File: src/rtl/bitty_result_tx.sv
// bitty_result_tx: queues 16-bit results in a FIFO and sends each one as two
// UART 8N1 frames, low byte first.
module bitty_result_tx #(
    parameter int CLKS_PER_BIT = 87,
    parameter int FIFO_DEPTH = 4
) (
    input  logic                          clk,
    input  logic                          rst_n,
    input  logic                          done,
    input  logic [15:0]                   d_out,
    output logic                          tx,
    output logic                          busy,
    output logic                          overflow,
    output logic [$clog2(FIFO_DEPTH):0]   fifo_count
);
    localparam int PW = $clog2(FIFO_DEPTH);
    localparam logic [PW:0] FULL = (PW+1)'(FIFO_DEPTH);
    typedef enum logic [1:0] {IDLE, START, DATA, STOP} state_t;
    state_t state, state_next;
    logic [15:0] mem [FIFO_DEPTH];
    logic [PW-1:0] wr_ptr, rd_ptr;
    logic [15:0] hold, baud;
    logic [2:0] bit_idx, bit_idx_next;
    logic byte_sel, byte_sel_next;
    logic tick, pop, push;
    logic [PW:0] count_next;

    assign tick = baud == 16'(CLKS_PER_BIT - 1);
    assign pop = state == IDLE && fifo_count != '0;
    // a pop in the same cycle frees the slot a full FIFO needs
    assign push = done && (fifo_count < FULL || pop);
    assign count_next = fifo_count + {{PW{1'b0}}, push} - {{PW{1'b0}}, pop};

    always_comb begin
        state_next = state;
        bit_idx_next = bit_idx;
        byte_sel_next = byte_sel;
        tx = 1'b1;
        case (state)
            IDLE: begin
                if (pop) begin
                    state_next = START;
                    byte_sel_next = 1'b0;
                end
            end
            START: begin
                tx = 1'b0;
                if (tick) begin
                    state_next = DATA;
                    bit_idx_next = 3'd0;
                end
            end
            DATA: begin
                tx = hold[{byte_sel, bit_idx}];
                if (tick) begin
                    bit_idx_next = bit_idx + 3'd1;
                    state_next = bit_idx == 3'd7 ? STOP : DATA;
                end
            end
            STOP: begin
                if (tick) begin
                    state_next = byte_sel ? IDLE : START;
                    byte_sel_next = 1'b1;
                end
            end
            default: state_next = IDLE;
        endcase
    end

    always_ff @(posedge clk) begin
        if (push) mem[wr_ptr] <= d_out;
    end

    always_ff @(posedge clk) begin
        if (!rst_n) begin
            state <= IDLE;
            wr_ptr <= '0;
            rd_ptr <= '0;
            fifo_count <= '0;
            overflow <= 1'b0;
            busy <= 1'b0;
            baud <= '0;
            bit_idx <= '0;
            byte_sel <= 1'b0;
            hold <= '0;
        end else begin
            state <= state_next;
            bit_idx <= bit_idx_next;
            byte_sel <= byte_sel_next;
            fifo_count <= count_next;
            busy <= state_next != IDLE || count_next != '0;
            baud <= (state == IDLE || tick) ? '0 : baud + 16'd1;
            if (done && !push) overflow <= 1'b1;
            if (push) wr_ptr <= wr_ptr + 1'b1;
            if (pop) begin
                hold <= mem[rd_ptr];
                rd_ptr <= rd_ptr + 1'b1;
            end
        end
    end
endmodule

File: config.mk
export PLATFORM = sky130hd
export DESIGN_NAME = bitty_result_tx
export DESIGN_NICKNAME = d
export VERILOG_FILES = /design/src/rtl/bitty_result_tx.sv
export SDC_FILE = /design/constraint.sdc
export NUM_CORES = 1
export LEC_CHECK = 0
export CAP_MARGIN = 20
export CORE_UTILIZATION = 37
export DETAILED_ROUTE_END_ITERATION = 8
export MAX_ROUTING_LAYER = met4
export SLEW_MARGIN = 20
export SYNTH_ARGS = -nofsm -noshare
export SYNTH_HDL_FRONTEND = slang
export SYNTH_SLANG_ARGS = --single-unit
File: constraint.sdc
create_clock -name clk -period 4.32 [get_ports clk]
set_input_delay 0.864 -clock clk [delete_from_list [all_inputs] [get_ports clk]]
set_output_delay 0.864 -clock clk [all_outputs]
set_load 0.02 [all_outputs]
Word-level counts from Yosys, hierarchy flattened
Memories as Yosys holds them, arrays and structs flattened. A register that Yosys moved wholly into a read port is not among the register bits.
Cells that the tools add are included.
{ "op_classes": {"add_sub_neg": 6, "n_mul": 0, "div_mod_pow": 0, "order_cmp": 2, "n_eq_ne": 9, "shifts": 0, "n_mux": 18, "bitwise": 1, "reduce_logical": 17} }
{ "op_table": {"columns": ["cell", "n"], "rows": [
  ["16-bit by 1-bit adder with 16-bit output (second input constant)", 1],
  ["16-bit by 7-bit == test with 1-bit output (second input constant)", 1],
  ["2-bit 2-to-1 mux", 4],
  ["2-bit != test (second input constant)", 4],
  ["2-bit one-hot mux with 4 select lines", 1],
  ["1-bit 2-to-1 mux", 7],
  ["3-bit 2-to-1 mux", 2],
  ["3-bit one-hot mux with 2 select lines", 1],
  ["3-bit AND reduction", 2],
  ["2-bit nonzero test", 3],
  ["3-bit nonzero test", 2],
  ["4-bit by 5-bit < comparator with 1-bit output (second input constant)", 1],
  ["2-bit by 1-bit adder with 2-bit output (second input constant)", 2],
  ["1-bit binary-select mux with 4-bit select", 1],
  ["2-bit == test (second input constant)", 2],
  ["1-bit one-hot mux with 2 select lines", 2],
  ["3-bit by 1-bit adder with 3-bit output", 1],
  ["3-bit by 1-bit adder with 3-bit output (second input constant)", 1],
  ["3-bit == test (second input constant)", 1],
  ["1-bit logical AND", 3],
  ["1-bit logical OR", 3],
  ["3-bit < comparator (second input constant)", 1],
  ["3-bit by 1-bit subtractor with 3-bit output", 1],
  ["2-bit by 1-bit == test with 1-bit output (second input constant)", 1],
  ["other kinds (4)", 5]
]} }
{ "word_totals": {"regBits": 31, "latchBits": 0, "ram_bits": 64, "mem_bits_ro": 0, "inputBits": 19, "n_memories": 1} }
{ "mem_list": {"columns": ["name", "words", "word_bits", "read_ports", "rd_ports_with_merged_regs", "wr", "line", "rtl"], "rows": [
  ["mem", 4, 16, 1, 1, 1, "20", "logic [15:0] mem [FIFO_DEPTH];"]
]} }

Longest topological paths before layout
Gate-level depths: netlist of run 1.
{ "depth": {"word_depth": 8, "depth_mapped": 13, "depth_no_buf": 11} }

Least setup slack after synthesis of run 1
No wires, ideal clock.
{ "synth_timing": {"path_kind": "input to register", "start": "input port done", "end": "register busy", "t_arrival_ps": 2501, "setup_slack_ps": 1694, "path_stages": 10, "n_path_buf": 0, "cell_sequence": "a21boi_2 inv_1 ha_1 inv_1 ha_1 fa_1 xnor2_1 xnor2_1 nor3_1 a31oi_1"} }
{ "synth_between": {"elab_chain_len": 5} }
{ "synth_rtl": {"columns": ["element", "line", "rtl"], "rows": [
  ["start, declared", "9", "input logic done,"],
  ["1-bit logical AND", "31", "assign push = done && (fifo_count < FULL || pop);"],
  ["3-bit by 1-bit adder with 3-bit output", "32", "assign count_next = fifo_count + {{PW{1'b0}}, push} - {{PW{1'b0}}, pop};"],
  ["3-bit by 1-bit subtractor with 3-bit output", "32", null],
  ["3-bit nonzero test", "91", "busy <= state_next != IDLE || count_next != '0;"],
  ["1-bit logical OR", "91", null],
  ["end signal, assigned", "81", "busy <= 1'b0;"],
  ["end signal, assigned", "91", null],
  ["end, declared", "12", "output logic busy,"]
]} }
No other way between the ends.
A chain may end at the register's enable or synchronous reset.

Final worst setup path of run 1
{ "layout_timing": {"start": "register bit_idx[1]", "end": "output port tx"} }
{ "layout_between": {"elab_chain_len": 3} }
{ "layout_rtl": {"columns": ["element", "line", "rtl"], "rows": [
  ["start, declared", "23", "logic [2:0] bit_idx, bit_idx_next;"],
  ["start signal, assigned", "88", "bit_idx <= bit_idx_next;"],
  ["1-bit binary-select mux with 4-bit select", "54", "tx = hold[{byte_sel, bit_idx}];"],
  ["1-bit 2-to-1 mux (implied by the code)", "54", null],
  ["1-bit one-hot mux with 2 select lines", "39", "case (state)"],
  ["end, declared", "11", "output logic tx,"]
]} }
No other way between the ends. The select of a mux whose other input is x is not followed.

==> qor.txt, run 1 <==
failing checks -> DRC
Synth Flop Type -> edfxtp_1
fmax -> 306.0 MHz
Seq/Total Area, Yosys -> 63.22%
met1 wire length -> 3884 um
clk root buf -> clkbuf_16
HPWL after DPL -> 5223 um
TritonCTS clock tree -> built
vias in the first global route -> 2559
global-route wire length before repair -> 13080 um
hold depth -> 2
CP max FO -> 8
Reg-to-Reg End -> busy$_SDFF_PN0_
warnings from Yosys -> 0
most numerous cell in the Yosys netlist -> edfxtp_1
number of port buffers -> 24
multi-input logic area -> 1543 sq um
Antenna Violating Nets Remaining -> 0
cell taking the most area after synthesis -> edfxtp_1
Reg2Reg Setup Slack -> 1.25 ns
WP data arrival -> 2.40 ns
unrepaired setup endpoints after global routing -> false
met3 WL post-DR -> 314 um
Ports -> 25
Vias/cell -> 5.117
die area -> 12680 sq um
top cell type's share of synthesized area -> 42.44%
starting density of the core -> 37.86%
Die Height -> 112.6 um
clock period minus worst slack -> 3.268 ns
most frequent cells after synthesis -> edfxtp_1, dfxtp_1, nand2_1, nor2_1, mux4_2
Mean Syn Cell Area -> 13.36 sq um
Tcrit/Tclk final -> 75.65%
outcome -> complete, but fails checks
Fill cells -> 1101
Post-DP Area -> 4890 sq um
r2r worst-path depth -> 11
Leak Pwr -> 1.700 nW
largest cells by area after synthesis -> edfxtp_1, dfxtp_1, mux4_2
Power Density -> 530.5 nW/um^2
Net Count, Synth -> 369
Crit. End Element -> output port
Worst Setup SP -> bit_idx[1]$_SDFFE_PN0P_
Max Slew Vio Count -> 0
launching point of the worst reg2reg path -> state[0]$_SDFF_PN0_
relative slew slack -> 39.58%
Total Wirelength -> 7979 um
core area -> 11960 sq um
Design Area, Final -> 5170 sq um
maximum root-to-sink buffer count -> 2
Hold Crit Class -> flop to flop
clk_skew -> 0.005685 ns
FF+latch area -> 2863 sq um
Mapped Cells -> 339
critical path startpoint category -> flop
DRC -> 1
share of layout cells above drive strength 1 -> 11.48%
hold_buf cts -> 0
setup_tns -> 0 ns
vias -> 2625
Area Overhead vs Synth -> 14.18%
Clock Sinks -> 111
initial antenna violation count -> 0
Critical Path RT -> 3.46 ns
max-cap violation count -> 0
Hold Fails Final Rpt -> 0
synthesized flop and latch total -> 111
First-pass DRT Iterations -> 7
DR top layer -> met4
clk_lat worst skew -> 0.34 ns
post-CTS setup buffer count -> 0
WL per Instance -> 15.55 um
Starting DRT DRC Count -> 128
Layout Nets -> 391
Synth Cell Area -> 4528 sq um
Die Width -> 112.6 um
Std-Cell Rows -> 40
# setup viols final -> 0
final RePlAce weighted congestion -> 0.8070
H-tree depth -> 3
number of synthesized flops with an enable pin -> 64
CTS Buf Count -> 9
WL met2 -> 3619 um
Post-CTS Resized -> 0
Worst-path clk slew -> 0.07 ns
Worst-Margin Slew -> 0.9063 ns
pin count of the biggest net entering global routing -> 20
CP Capture Point -> tx
Total GRT Usage -> 14.12%
worst vdd ir -> 198.3 uV
synth unique cells -> 44
Crit Path Category -> flop to output port
GRT overflow -> 0
Synth async-reset ratio -> 0%
n_diodes -> 0
-- stage by stage --
stage,total power [mW],hold WS (ns),cells,utilization [%],setup WS [ns]
CTS,2.783,0.4598,513,43.22,1.046
detailed placement,2.002,0.4497,497,40.88,0.9850
floorplan,1.818,0.4331,339,-,1.694
global route,2.904,0.4769,513,43.22,0.8860
finish,2.743,0.4555,513,43.22,1.052
global placement,1.980,0.4436,497,40.88,1.077
-- placed cells by master (no fill, tap or decap), types with 2 or more instances in the layout --
cell / instances
mux2i_1: 3
ha_1: 10
clkdlybuf4s50_1: 24
nor4_1: 4
o21ai_0: 5
a31oi_1: 4
clkinv_2: 2
nand2b_1: 2
xnor2_1: 10
nand3_1: 8
xor2_1: 8
a32o_1: 3
and4_1: 3
mux4_2: 19
edfxtp_1: 64
nand4_1: 5
nor3_1: 4
a21oi_1: 18
dfxtp_1: 47
and2_1: 7
inv_1: 10
buf_4: 2
or3_1: 2
nand2_1: 45
nor2_1: 26
nor4b_2: 2
clkbuf_16: 9
-- metal layers --
layer	vias up	track usage, %
li1	1280	-
met1	1267	18.46
met2	59	21.23
met3	19	3.132
met4	0	5.956
met5	-	-
-- cell type report --
cell class                      instances  area share (%)
Clock buffer                           10           4.429
Clock inverter                          6          0.9923
Inverter                               12          0.8712
Multi-Input combinational cell        201           29.84
Sequential cell                       111           55.37
Tap cell                              147           3.558
Timing Repair Buffer                   26           4.937
-- power by group --
group          switching [mW]  total [mW]  internal [mW]
registers              0.0927        1.35           1.26
logic                   0.327       0.610          0.283
clock network           0.362       0.782          0.421
-- how the worst min path moves through the flow --
stage,start,to
4_1_cts,hold[7]$_SDFFE_PN0P_,hold[7]$_SDFFE_PN0P_
5_1_grt,hold[6]$_SDFFE_PN0P_,hold[6]$_SDFFE_PN0P_
3_3_place_gp,hold[5]$_SDFFE_PN0P_,hold[5]$_SDFFE_PN0P_
2_1_floorplan,hold[10]$_SDFFE_PN0P_,hold[10]$_SDFFE_PN0P_
6_report,hold[9]$_SDFFE_PN0P_,hold[9]$_SDFFE_PN0P_
3_5_place_dp,hold[7]$_SDFFE_PN0P_,hold[7]$_SDFFE_PN0P_
-- cell families after synthesis --
| family | Yosys count | share of synthesized area (%) |
|---|---|---|
| fa+ha+maj | 11 | 3.205 |
| mux | 22 | 10.11 |
| simple gates | 116 | 12.68 |
| xor+xnor | 18 | 3.482 |
| flops | 111 | 63.22 |
| buf+inv | 27 | 2.708 |
| compound gates | 34 | 4.587 |
-- critical path: stages, from the launching register on --
cell             delay [ns]
dfxtp_1                0.53
mux4_2                 0.55
nor3b_1                0.15
a31oi_1                0.14
a32oi_1                0.13
clkdlybuf4s50_1        0.57
-- flip-flops by register name (all words and copies together), names as in the netlist --
signal	cells
busy	1
byte_sel	1
bit_idx	3
fifo_count	3
baud	16
state	2
wr_ptr	2
hold	16
rd_ptr	2
overflow	1
mem	64
Note: power is estimated with default switching activity, not from simulation.
==> run 2: changes to the inputs <==
Clock period 4.32 ns to 2.8 ns, I/O delays scaled along.
==> run 2 against run 1 <==
The run now ends clean. Die area did not move. Setup slack got worse by 0.73 ns. Sequential cell count did not move. Clock skew rose by 0.0049 ns.
==> qor.txt, run 2 (synthesis results as in run 1) <==
CTS Buf Count -> 9
worst vdd ir -> 410.9 uV
Clock Sinks -> 111
pin count of the biggest net entering global routing -> 20
Antenna Violating Nets Remaining -> 0
Std-Cell Rows -> 40
DRC -> 0
CP max FO -> 7
max-cap violation count -> 0
outcome -> complete, no violations
unrepaired setup endpoints after global routing -> false
Layout Nets -> 401
fmax -> 403.9 MHz
core area -> 11960 sq um
Starting DRT DRC Count -> 156
Worst-Margin Slew -> 0.6136 ns
H-tree depth -> 3
clk_lat worst skew -> 0.34 ns
Ports -> 25
First-pass DRT Iterations -> 4
critical path startpoint category -> flop
top flop regs -> mem x64, baud x16, hold x16
Max Slew Vio Count -> 0
Power Density -> 812.0 nW/um^2
global-route wire length before repair -> 13310 um
# setup viols final -> 0
vias in the first global route -> 2602
most flop-heavy register -> mem
most frequent cells in the layout -> edfxtp_1, dfxtp_1, nand2_1
vias -> 2638
n_diodes -> 0
die area -> 12680 sq um
WL per Instance -> 15.23 um
dpl ws -> 0.003302 ns
Worst-path clk slew -> 0.08 ns
r2r worst-path depth -> 11
Area Overhead vs Synth -> 15.67%
Leak Pwr -> 1.747 nW
Tcrit/Tclk final -> 88.42%
hold_ws -> 0.4566 ns
Crit Path Category -> flop to flop
clk root buf -> clkbuf_16
PnR worst setup slack -> 0.3242 ns
WP data arrival -> 2.70 ns
hold depth -> 2
GRT overflow -> 0
share of layout cells above drive strength 1 -> 13.83%
setup_tns -> 0 ns
starting density of the core -> 37.86%
number of port buffers -> 24
Die Width -> 112.6 um
relative slew slack -> 58.98%
final RePlAce weighted congestion -> 0.7818
max reg flops -> 64
clock period minus worst slack -> 2.476 ns
TritonCTS clock tree -> built
Total GRT Usage -> 14.34%
most common cell after layout, fill and taps aside -> edfxtp_1
Vias/cell -> 5.044
Hold Crit Class -> flop to flop
Die Height -> 112.6 um
Crit. End Element -> flop
hold_buf cts -> 0
Hold Fails Final Rpt -> 0
HPWL after DPL -> 5189 um
clk_skew -> 0.01059 ns
initial antenna violation count -> 0
maximum root-to-sink buffer count -> 2
Total Wirelength -> 7964 um
Critical Path RT -> 3.03 ns
==> run 2: changes by cell type in the layout (fill, tap and decap cells not counted) <==
cell / delta
dfxtp_2: +1
clkinv_1: +2
bufinv_8: -1
buf_4: +10
clkdlybuf4s50_1: -1
dlymetal6s2s_1: +1
inv_4: -1
inv_6: +2
clkinv_4: -1
clkbuf_1: -1
dfxtp_1: -1
==> run 2: routing by layer <==
metal	GRT usage [%]	up-vias	share of wire (%)
met3	3.618	12	3.5
met5	-	-	0
met1	18.74	1282	49
li1	-	1300	-
met2	21.44	44	46
met4	5.600	0	1.8
==> run 2: stage by stage <==
stage                     cell area (sq um)  utilization [%]  cells  power, mW
after global placement                 4965            41.51    507      3.123
after detailed placement               4965            41.51    507      3.142
final                                  5238            43.79    523      4.253
after global routing                   5238            43.79    523      4.511
after CTS                              5235            43.77    523      4.324
after floorplan                        4528                -    339      2.805
==> run 2: what timing repair did <==
item                                    4_1_cts  5_1_grt
pin swaps                                     0        0
buffers inserted                              0        0
resized for setup                             1        1
gates cloned                                  0        0
endpoints found under the setup margin        1        1
==> run 2: final timing paths <==
kind,end,slack (ns),from
max reg2reg,busy$_SDFF_PN0_,0.32,state[1]$_SDFF_PN0_
min reg2reg,hold[0]$_SDFFE_PN0P_,0.46,hold[0]$_SDFFE_PN0P_
min,hold[0]$_SDFFE_PN0P_,0.46,hold[0]$_SDFFE_PN0P_
max,busy$_SDFF_PN0_,0.32,state[1]$_SDFF_PN0_
==> run 2: area by class of cell <==
cell class / count / area (sq um)
Timing Repair Buffer: 36 / 332.8
Inverter: 12 / 45.04
Fill cell: 1077 / 6724
Clock inverter: 7 / 43.79
Tap cell: 147 / 183.9
Sequential cell: 111 / 2864
Multi-Input combinational cell: 201 / 1543
Clock buffer: 9 / 225.2
==> run 2: power breakdown <==
part,switching [mW],internal (mW)
sequential,0.0959,1.94
clock,0.572,0.604
combinational,0.562,0.479
==> run 2: critical path, stage by stage, from the launching register on <==
cell	delay, ns
dfxtp_1	0.37
or2_2	0.37
a21boi_2	0.17
inv_1	0.05
ha_1	0.26
inv_1	0.04
ha_1	0.18
fa_1	0.38
xnor2_1	0.15
xnor2_1	0.14
nor3_1	0.15
a31oi_1	0.10
